## src/rtl/doodle_pkg.sv

```systemverilog
// doodle_pkg: definitions shared by the doodle game blocks (jump control,
// collision, rendering).
//   jump_state_t : FSM state encodings, IDLE=0 .. OVER=4
//   BUMP_*       : bump codes produced by the collision datapath
//   DEF_*        : default launch/fall/fly speeds, frame counts and floor
//   bump_norm()  : folds the undefined bump codes 5-7 onto "no bump"
package doodle_pkg;

  typedef enum logic [2:0] {
    ST_IDLE = 3'd0,
    ST_RISE = 3'd1,
    ST_FALL = 3'd2,
    ST_FLY  = 3'd3,
    ST_OVER = 3'd4
  } jump_state_t;

  localparam logic [2:0] BUMP_NONE   = 3'd0;
  localparam logic [2:0] BUMP_GREEN  = 3'd1;
  localparam logic [2:0] BUMP_BLUE   = 3'd2;
  localparam logic [2:0] BUMP_ORANGE = 3'd3;
  localparam logic [2:0] BUMP_YELLOW = 3'd4;

  localparam logic [4:0] DEF_GREEN_SPEED  = 5'd16;
  localparam logic [4:0] DEF_BLUE_SPEED   = 5'd28;
  localparam logic [4:0] DEF_ORANGE_SPEED = 5'd10;
  localparam logic [4:0] DEF_MAX_FALL     = 5'd24;
  localparam logic [7:0] DEF_FLY_FRAMES   = 8'd120;
  localparam logic [4:0] DEF_FLY_SPEED    = 5'd12;
  localparam logic [7:0] DEF_INV_FRAMES   = 8'd180;
  localparam logic [9:0] DEF_FLOOR_Y      = 10'd470;

  function automatic logic [2:0] bump_norm(input logic [2:0] b);
    return (b > BUMP_YELLOW) ? BUMP_NONE : b;
  endfunction

endpackage

```

## src/rtl/frame_timer.sv

```systemverilog
// frame_timer: loadable 8-bit down counter advanced once per video frame.
//   clk, rst : clock, asynchronous active-high reset (count -> 0)
//   i_tick   : frame enable; load, clear and decrement act only on a tick
//   i_load   : load i_val (beats the decrement, so a reload at expiry wins)
//   i_clr    : clear to 0 (beats load)
//   i_val    : load value
//   o_cnt    : current count
//   o_nz     : count is nonzero
module frame_timer (
  input  logic       clk,
  input  logic       rst,
  input  logic       i_tick,
  input  logic       i_load,
  input  logic       i_clr,
  input  logic [7:0] i_val,
  output logic [7:0] o_cnt,
  output logic       o_nz
);

  logic [7:0] r_cnt;

  always_ff @(posedge clk or posedge rst) begin
    if (rst) begin
      r_cnt <= 8'd0;
    end else if (i_tick) begin
      if (i_clr)              r_cnt <= 8'd0;
      else if (i_load)        r_cnt <= i_val;
      else if (r_cnt != 8'd0) r_cnt <= r_cnt - 8'd1;
    end
  end

  assign o_cnt = r_cnt;
  assign o_nz  = (r_cnt != 8'd0);

endmodule

```

## src/rtl/jump_controller.sv

```systemverilog
// jump_controller: vertical-motion FSM for the doodle (IDLE/RISE/FALL/FLY/OVER).
// All state and outputs advance only on frame_tick and appear one clk later.
//   clk, rst      : clock, asynchronous active-high reset
//   frame_tick    : one-cycle pulse per video frame
//   start         : begin/restart (honoured only in IDLE and OVER)
//   bump          : collision code (0 none, 1 green, 2 blue, 3 orange, 4 yellow)
//   movement      : y snap offset applied when a bump lands
//   doodle_y      : current doodle y (0 = top)
//   pickup_star   : invincibility pickup
//   state, speed_y, fly, invincible, doodle_y_next, game_over : registered outputs
// Build option: define JUMP_INVINC_EN to build the invincibility counter and
// the floor rescue; without it invincible is 0 and the floor always ends the game.
module jump_controller import doodle_pkg::*; #(
  parameter logic [4:0] GREEN_SPEED  = DEF_GREEN_SPEED,
  parameter logic [4:0] BLUE_SPEED   = DEF_BLUE_SPEED,
  parameter logic [4:0] ORANGE_SPEED = DEF_ORANGE_SPEED,
  parameter logic [4:0] MAX_FALL     = DEF_MAX_FALL,
  parameter logic [7:0] FLY_FRAMES   = DEF_FLY_FRAMES,
  parameter logic [4:0] FLY_SPEED    = DEF_FLY_SPEED,
  parameter logic [7:0] INV_FRAMES   = DEF_INV_FRAMES,
  parameter logic [9:0] FLOOR_Y      = DEF_FLOOR_Y
) (
  input  logic       clk,
  input  logic       rst,
  input  logic       frame_tick,
  input  logic       start,
  input  logic [2:0] bump,
  input  logic [9:0] movement,
  input  logic [9:0] doodle_y,
  input  logic       pickup_star,
  output logic [2:0] state,
  output logic [4:0] speed_y,
  output logic       fly,
  output logic       invincible,
  output logic [9:0] doodle_y_next,
  output logic       game_over
);

  logic [2:0]  r_state;
  logic [4:0]  r_speed;
  logic        r_fly;
  logic        r_go;
  logic [9:0]  r_y;

  logic [2:0]  w_bump;
  logic        w_floor;
  logic [10:0] w_rise_diff, w_fall_sum, w_fly_diff;
  logic [9:0]  w_rise_y, w_fall_y, w_fly_y;
  logic [7:0]  w_fly_cnt;
  logic        w_fly_nz, w_fly_exit, w_fly_load;
  logic        w_inv_nz;

  assign w_bump  = bump_norm(bump);
  assign w_floor = (doodle_y >= FLOOR_Y);

  // 11-bit arithmetic so the carry/borrow bit drives the clamps
  assign w_rise_diff = {1'b0, doodle_y} - {6'd0, r_speed};
  assign w_fall_sum  = {1'b0, doodle_y} + {6'd0, r_speed};
  assign w_fly_diff  = {1'b0, doodle_y} - {6'd0, FLY_SPEED};
  assign w_rise_y    = w_rise_diff[10] ? 10'd0   : w_rise_diff[9:0];
  assign w_fall_y    = w_fall_sum[10]  ? 10'h3FF : w_fall_sum[9:0];
  assign w_fly_y     = w_fly_diff[10]  ? 10'd0   : w_fly_diff[9:0];

  // Fly counter free-runs down to 0 outside FLY, so it never leaves residue
  assign w_fly_load = frame_tick && (r_state == ST_FLY ? 1'b0 : 1'b1) &&
                      (r_state == ST_FALL) && (w_bump == BUMP_YELLOW);
  assign w_fly_exit = !w_fly_nz || (w_fly_cnt == 8'd1);

  frame_timer u_fly_timer (
    .clk    (clk),
    .rst    (rst),
    .i_tick (frame_tick),
    .i_load (w_fly_load),
    .i_clr  (1'b0),
    .i_val  (FLY_FRAMES),
    .o_cnt  (w_fly_cnt),
    .o_nz   (w_fly_nz)
  );

`ifdef JUMP_INVINC_EN
  logic       w_inv_clr;
  logic [7:0] w_inv_cnt_unused;

  // Entering OVER wipes any remaining invincibility
  assign w_inv_clr = (r_state == ST_FALL) && (w_bump == BUMP_NONE) && w_floor && !w_inv_nz;

  frame_timer u_inv_timer (
    .clk    (clk),
    .rst    (rst),
    .i_tick (frame_tick),
    .i_load (pickup_star),
    .i_clr  (w_inv_clr),
    .i_val  (INV_FRAMES),
    .o_cnt  (w_inv_cnt_unused),
    .o_nz   (w_inv_nz)
  );
`else
  logic w_star_unused;
  assign w_star_unused = pickup_star ^ (|INV_FRAMES);
  assign w_inv_nz      = 1'b0;
`endif

  always_ff @(posedge clk or posedge rst) begin
    if (rst) begin
      r_state <= ST_IDLE;
      r_speed <= 5'd0;
      r_fly   <= 1'b0;
      r_go    <= 1'b0;
      r_y     <= 10'd0;
    end else if (frame_tick) begin
      case (r_state)
        ST_IDLE: begin
          r_y <= doodle_y;
          if (start) begin
            r_state <= ST_RISE;
            r_speed <= GREEN_SPEED;
          end
        end
        ST_RISE: begin
          r_y <= w_rise_y;
          if (r_speed <= 5'd1) begin
            r_state <= ST_FALL;
            r_speed <= 5'd0;
          end else begin
            r_speed <= r_speed - 5'd1;
          end
        end
        ST_FALL: begin
          if (w_bump != BUMP_NONE) begin
            r_y <= doodle_y + movement;
            case (w_bump)
              BUMP_GREEN:  begin r_state <= ST_RISE; r_speed <= GREEN_SPEED;  end
              BUMP_BLUE:   begin r_state <= ST_RISE; r_speed <= BLUE_SPEED;   end
              BUMP_ORANGE: begin r_state <= ST_RISE; r_speed <= ORANGE_SPEED; end
              default: begin
                r_state <= ST_FLY;
                r_speed <= FLY_SPEED;
                r_fly   <= 1'b1;
              end
            endcase
          end else if (w_floor) begin
            // Floor: bounce back up when invincible, otherwise game over
            r_y <= doodle_y;
            if (w_inv_nz) begin
              r_state <= ST_RISE;
              r_speed <= GREEN_SPEED;
            end else begin
              r_state <= ST_OVER;
              r_speed <= 5'd0;
              r_go    <= 1'b1;
            end
          end else begin
            r_y     <= w_fall_y;
            r_speed <= (r_speed >= MAX_FALL) ? MAX_FALL : r_speed + 5'd1;
          end
        end
        ST_FLY: begin
          r_y <= w_fly_y;
          if (w_fly_exit) begin
            r_state <= ST_FALL;
            r_speed <= 5'd0;
            r_fly   <= 1'b0;
          end
        end
        ST_OVER: begin
          r_y <= doodle_y;
          if (start) begin
            r_state <= ST_IDLE;
            r_go    <= 1'b0;
          end
        end
        default: begin
          r_state <= ST_IDLE;
          r_speed <= 5'd0;
          r_fly   <= 1'b0;
          r_go    <= 1'b0;
          r_y     <= doodle_y;
        end
      endcase
    end
  end

  assign state         = r_state;
  assign speed_y       = r_speed;
  assign fly           = r_fly;
  assign game_over     = r_go;
  assign doodle_y_next = r_y;
  assign invincible    = w_inv_nz;

endmodule

```

## config.mk

```make
export PLATFORM = sky130hd
export DESIGN_NAME = jump_controller
export DESIGN_NICKNAME = d
export VERILOG_FILES = /design/src/rtl/doodle_pkg.sv /design/src/rtl/frame_timer.sv /design/src/rtl/jump_controller.sv
export SDC_FILE = /design/constraint.sdc
export NUM_CORES = 1
export LEC_CHECK = 0
export BUFFER_PORTS_ARGS = -buffer_cell sky130_fd_sc_hd__buf_2
export CELL_PAD_IN_SITES_DETAIL_PLACEMENT = 0
export CELL_PAD_IN_SITES_GLOBAL_PLACEMENT = 2
export CORE_ASPECT_RATIO = 1.2
export CORE_MARGIN = 2
export CORE_UTILIZATION = 36
export CTS_CLUSTER_SIZE = 40
export DETAILED_ROUTE_END_ITERATION = 10
export PLACE_DENSITY_LB_ADDON = 0.15
export REMOVE_ABC_BUFFERS = 1
export SYNTH_ARGS = -nofsm -noshare
export SYNTH_HDL_FRONTEND = slang
export SYNTH_SLANG_ARGS = --single-unit
export TNS_END_PERCENT = 50
```

## constraint.sdc

```tcl
create_clock -name clk -period 7 [get_ports clk]
set_input_delay 0.35 -clock clk [delete_from_list [all_inputs] [get_ports clk]]
set_output_delay 0.35 -clock clk [all_outputs]
set_load 0.1 [all_outputs]
```

* After elaboration in Yosys (flattened, before gate mapping)
Index checks and enable logic that the tools add are counted.
** Cells by class
- Add/sub/neg operators :: 7
- Magnitude comparators :: 4
- Eq/ne operators :: 18
- Multiplexer cells :: 34
- Bitwise logic cells :: 3
- Reductions and logical operators :: 17
** Operator list (count)
- $mux 10 :: 5
- $mux 5 :: 6
- $pmux 10 s3 :: 1
- $pmux 5 s5 :: 1
- $mux 3 :: 7
- $mux 8 :: 2
- $pmux 3 s5 :: 1
- $pmux 5 s3 :: 1
- $ne 2x2->1 const B :: 7
- $eq 3x2->1 const B :: 4
- $add 10x5->11 :: 1
- $sub 10x4->11 const B :: 1
- $sub 10x5->11 :: 1
- $add 10x10->10 :: 1
- $ge 10x9->1 const B :: 1
- $reduce_and 5->1 :: 2
- $reduce_or 3->1 :: 3
- $eq 8x1->1 const B :: 1
- $reduce_bool 8->1 :: 1
- $sub 8x1->8 const B :: 1
- $mux 1 :: 7
- $eq 3x1->1 const B :: 2
- $eq 3x3->1 const B :: 2
- $pmux 1 s3 :: 2
- other kinds (18) :: 22
** Word-level totals
- Bits in registers :: 28
- Bits of input ports :: 28
- Output and inout bits :: 21
- Logic and storage cells :: 89

* Depth between registers and ports, before layout
- Word-level depth :: 7
- Depth in mapped cells :: 10
- Mapped depth without buffers :: 10

* Modules after synthesis
From an unflattened synthesis, not the netlist that was laid out.
** Unflattened totals
- Cell total of the unflattened synthesis :: 433
- Area, all modules :: 3299.4 um^2
** Modules (own cells, without submodules)
- jump_controller :: instances 1, cells an instance 368, area each 2757.6 um^2, seq. area each 500.5 um^2
- frame_timer :: instances 1, cells an instance 65, area each 541.8 um^2, seq. area each 200.2 um^2

* Worst setup path before layout
Ideal clock, no wire load.
- Path type :: register -> register
- From :: register r_speed[0] (netlist: speed_y[0])
- To :: register r_y[6] (netlist: doodle_y_next[6])
- Library setup time :: 140 ps
- Arrival time :: 3104 ps
- Data required time :: 6860 ps
- Slack :: 3756 ps
- Stages on the path, launching flop included :: 10
- Buffers on the path :: 0
- Clock period less this slack :: 3244 ps
- Cell sequence :: dfrtp_1 -> ha_1 -> inv_1 -> fa_1 -> a211oi_1 -> o21ai_0 -> nor2_1 -> mux2_2 -> a221oi_1 -> a221oi_1
** On the way
- Cells in the longest elaborated chain, start to end :: 5
- Elaborated cells between the ends (all ways) :: 7
- Classes of those cells :: 2 x add/sub; 5 x mux
** RTL lines
- from (decl) :: RTL line jump_controller.sv:40 : logic [4:0] r_speed;
- from (signal assigned) :: RTL line jump_controller.sv:125 : r_speed <= r_speed - 5'd1;
- from (signal assigned) :: RTL line jump_controller.sv:154 : r_speed <= (r_speed >= MAX_FALL) ? MAX_FALL : r_speed + 5'd1;
- $add 10x5->11 :: RTL line jump_controller.sv:58 : assign w_fall_sum = {1'b0, doodle_y} + {6'd0, r_speed};
- $mux 10 :: RTL line jump_controller.sv:61 : assign w_fall_y = w_fall_sum[10] ? 10'h3FF : w_fall_sum[9:0];
- $mux 10 :: RTL line jump_controller.sv:141 : end else if (w_floor) begin
- $mux 10 :: RTL line jump_controller.sv:129 : if (w_bump != BUMP_NONE) begin
- $pmux 10 s3 (*) :: RTL line jump_controller.sv:111 : case (r_state)
- to (signal assigned) :: RTL line jump_controller.sv:113 : r_y <= doodle_y;
- to (signal assigned) :: RTL line jump_controller.sv:130 : r_y <= doodle_y + movement;
- to (signal assigned) :: RTL line jump_controller.sv:143 : r_y <= doodle_y;
- to (decl) :: RTL line jump_controller.sv:43 : logic [9:0] r_y;
Mark *: on every way between the ends. The rest lies on a longest branch, timed or not.
A chain may end at the register's enable or synchronous reset.

* Worst setup path after layout
- From :: register r_speed[0] (netlist: speed_y[0])
- To :: register r_y[5] (netlist: doodle_y_next[5])
Same word-level chain as after synthesis.

==> flow_summary.toml <==
[die]
start_util_pct = 36.6
ioPinCount = 49
coreArea_sq_um = 8470
chipWidth_um = 88.7
fp.dieH_um = 106
die-area_sq_um = 9370
fp-row-count = 37

[setup_path]
start_kind = "flop"
crit_chain = "ha_1 > inv_1 > fa_1 > a211oi_1 > o21ai_0 > o31ai_2 > nor2_1 > o32ai_1 > a21oi_1"
cp.required_ns = 7.18
crit_arrival_ns = 3.35
cp_top_family = "compound AO/OA/AOI/OAI gates"
worstPathMaxFanout = 10
cp-end-kind = "flop"
crit_buf_inv = 1
critical_path_class = "reg -> reg"
critPathSlowestCell = "o31ai_2"
cpPeakStageDelay_ns = 0.56

[synthesis]
synth-edff-count = 0
synth-seq-area-share_pct = 22.6
synth_area_leader_cell = "dfrtp_1"
netlist.area_leader.share_pct = 22.6
synthArstFlopShare_pct = 100
yosys_warnings = 0
yosys-top-cells-area = "dfrtp_1 (23%), ha_1 (11%), a21oi_1 (6.3%)"
synth_area_per_cell_sq_um = 7.79
synth_area_sq_um = 3100
yosys_most_used_dff = "dfrtp_1"
ys_types = 67
postSynthCellCount = 398
synth-seq-cells = 28

[sta]
min_period_over_period_pct = 45.3
setup_viol = 0
timing_hold_violations_final = 0
tns_ns = 0
slew_viol_final = 0
rsz0062_at_grt = "false"
max_clock_freq_ghz = 0.315
slew_headroom_pct = 39.9
fin_worst_skew_ns = 0.00286
worst_slew_pin_slew_ns = 0.901
timing.final.ws_setup_ns = 3.83
min_period_ns = 3.17

[power]
ir_drop_mv = 0.228
power_frac_clock_pct = 9.4
pwr-share-comb_pct = 68.6
pwr-share-seq_pct = 21.9
switching_share_pct = 61.1
power_switching_mw = 0.924
p_per_area_nw_per_um2 = 432
cellInternalPower_mw = 0.589
p_leak_nw = 1.52

[detailed_routing]
vias = 3073
wl_per_cell_um = 18.0
dr.pass1.iters = 4
drt_iter0_markers = 198
drc = 0
postRouteAntennaNets = 0
wirelength_um = 9920
vias_per_cell = 5.57

[finish]
final_cell_area_sq_um = 3500
final_nets = 494
layout.cells.non_filler = 552
area_growth_pct = 12.9
drive_above_1_share_pct = 15.6
final_core_util_pct = 41.3
diodes = 0
nFillCells = 937

[cts]
hold_buffers = 0
cts_buffers = 3
clockBufferDepth = 2
cts_resized = 0
clk_latency_ns = 0.30
cts_tree = "done"
postCtsSetupBuffers = 0
path_clk_slew_ns = 0.12
clockRootBuffer = "clkbuf_8"
h-tree-depth = 1
clock_sinks = 28

[global_routing]
grt_usage_pct = 21.8
grt_first_pass_wirelength_um = 15700
grt_max_degree = 29
grt_pass1_vias = 3003
antenna_found_initial = 0
grt_overflow = 0

[placed_design]
dp.cells = 548
port_buffers = 46
pre_cts_ws_ns = 3.85
placed_cell_area_sq_um = 3430
gp_congestion = 0.883
dp_hpwl_um = 7390

[worst_hold_path]
hold_path_class = "in -> async"

[run_status]
status = "completed"

[job]
cap_violations = 0
[state kept, by name, indices dropped and copies added (netlist names)]
register,count
fly,1
game_over,1
u_fly_timer.o_cnt,8
doodle_y_next,10
state,3
speed_y,5
[final timing paths]
path	start	to	slack [ns]	cells past startpoint
setup / recovery	speed_y[0]	doodle_y_next[5]	3.83	9
hold / removal	rst	doodle_y_next[8]	0.11	3
setup reg to reg	speed_y[0]	doodle_y_next[5]	3.83	9
hold reg to reg	fly	fly	0.51	1
max in group asynchronous	rst	doodle_y_next[0]	6.59	3
min in group clk	movement[9]	doodle_y_next[9]	0.38	3
[synth_stat cells, types with 4 or more instances]
master,count
nor2_1,41
nand2b_1,6
nand3_1,7
dfrtp_1,28
nor3_1,12
a21oi_1,39
a31oi_1,8
o22ai_1,8
xnor2_1,16
o21ai_0,28
o211ai_1,5
nor2b_1,5
buf_2,5
ha_1,27
nand2_1,36
a21o_1,8
nor4_1,4
a221oi_1,6
a211oi_1,4
o221ai_1,5
mux2i_1,4
inv_1,23
clkbuf_1,8
xor2_1,8
[cells by family after synthesis]
group	Yosys count	synth area share (%)
compound gates	136	29.1
xor+xnor	24	6.78
fa+ha+maj	31	13.2
buf+inv	39	5.05
flops	28	22.6
mux	5	1.66
other cells	1	0.121
simple gates	134	21.5
[worst register-to-register path, delay by kind of cell (launching register included)]
family / cells / cell delay (ns)
simple gates: 1 / 0.14
flops: 1 / 0.54
compound gates: 5 / 1.65
buf+inv: 1 / 0.06
fa+ha+maj: 2 / 0.67
[cell type report]
cell class | instances | area (sq um) | share of cell area, %
multi-input cells | 331 | 2240 | 64.1
inverters | 23 | 86.3 | 2.47
repair buffers | 49 | 253 | 7.22
well taps | 117 | 146 | 4.18
clock buffers | 3 | 41.3 | 1.18
clock inverters | 1 | 30.0 | 0.858
flip-flops and latches | 28 | 701 | 20.0
[metrics by stage]
stage	power (mW)	hold slack (ns)
after floorplan	1.14	0.415
after CTS	1.52	0.124
after global placement	1.37	0.457
final	1.51	0.114
after global routing	1.62	0.142
after detailed placement	1.38	0.461
[power groups by stage]
stage	registers, mW	logic, mW	clock network [mW]
global route	0.347	1.12	0.153
CTS	0.333	1.04	0.146
floorplan	0.681	0.455	0
detailed placement	0.337	1.04	0
global placement	0.333	1.03	0
finish	0.332	1.04	0.143
[metal layers]
metal | GRT usage, % | wire [um]
met5 | 0 | 0
met3 | 2.43 | 340
met1 | 29.6 | 4540
met4 | 4.87 | 119
met2 | 36.6 | 4920
[cell usage in the layout (no fill, tap or decap), types with 12 or more instances in the layout]
cell type / instances
nand2_1: 36
a21oi_1: 39
buf_2: 46
xnor2_1: 16
nor2_1: 41
dfrtp_1: 28
ha_1: 27
inv_1: 23
o21ai_0: 28
nor3_1: 12
Power figures use the tool's default switching activity.
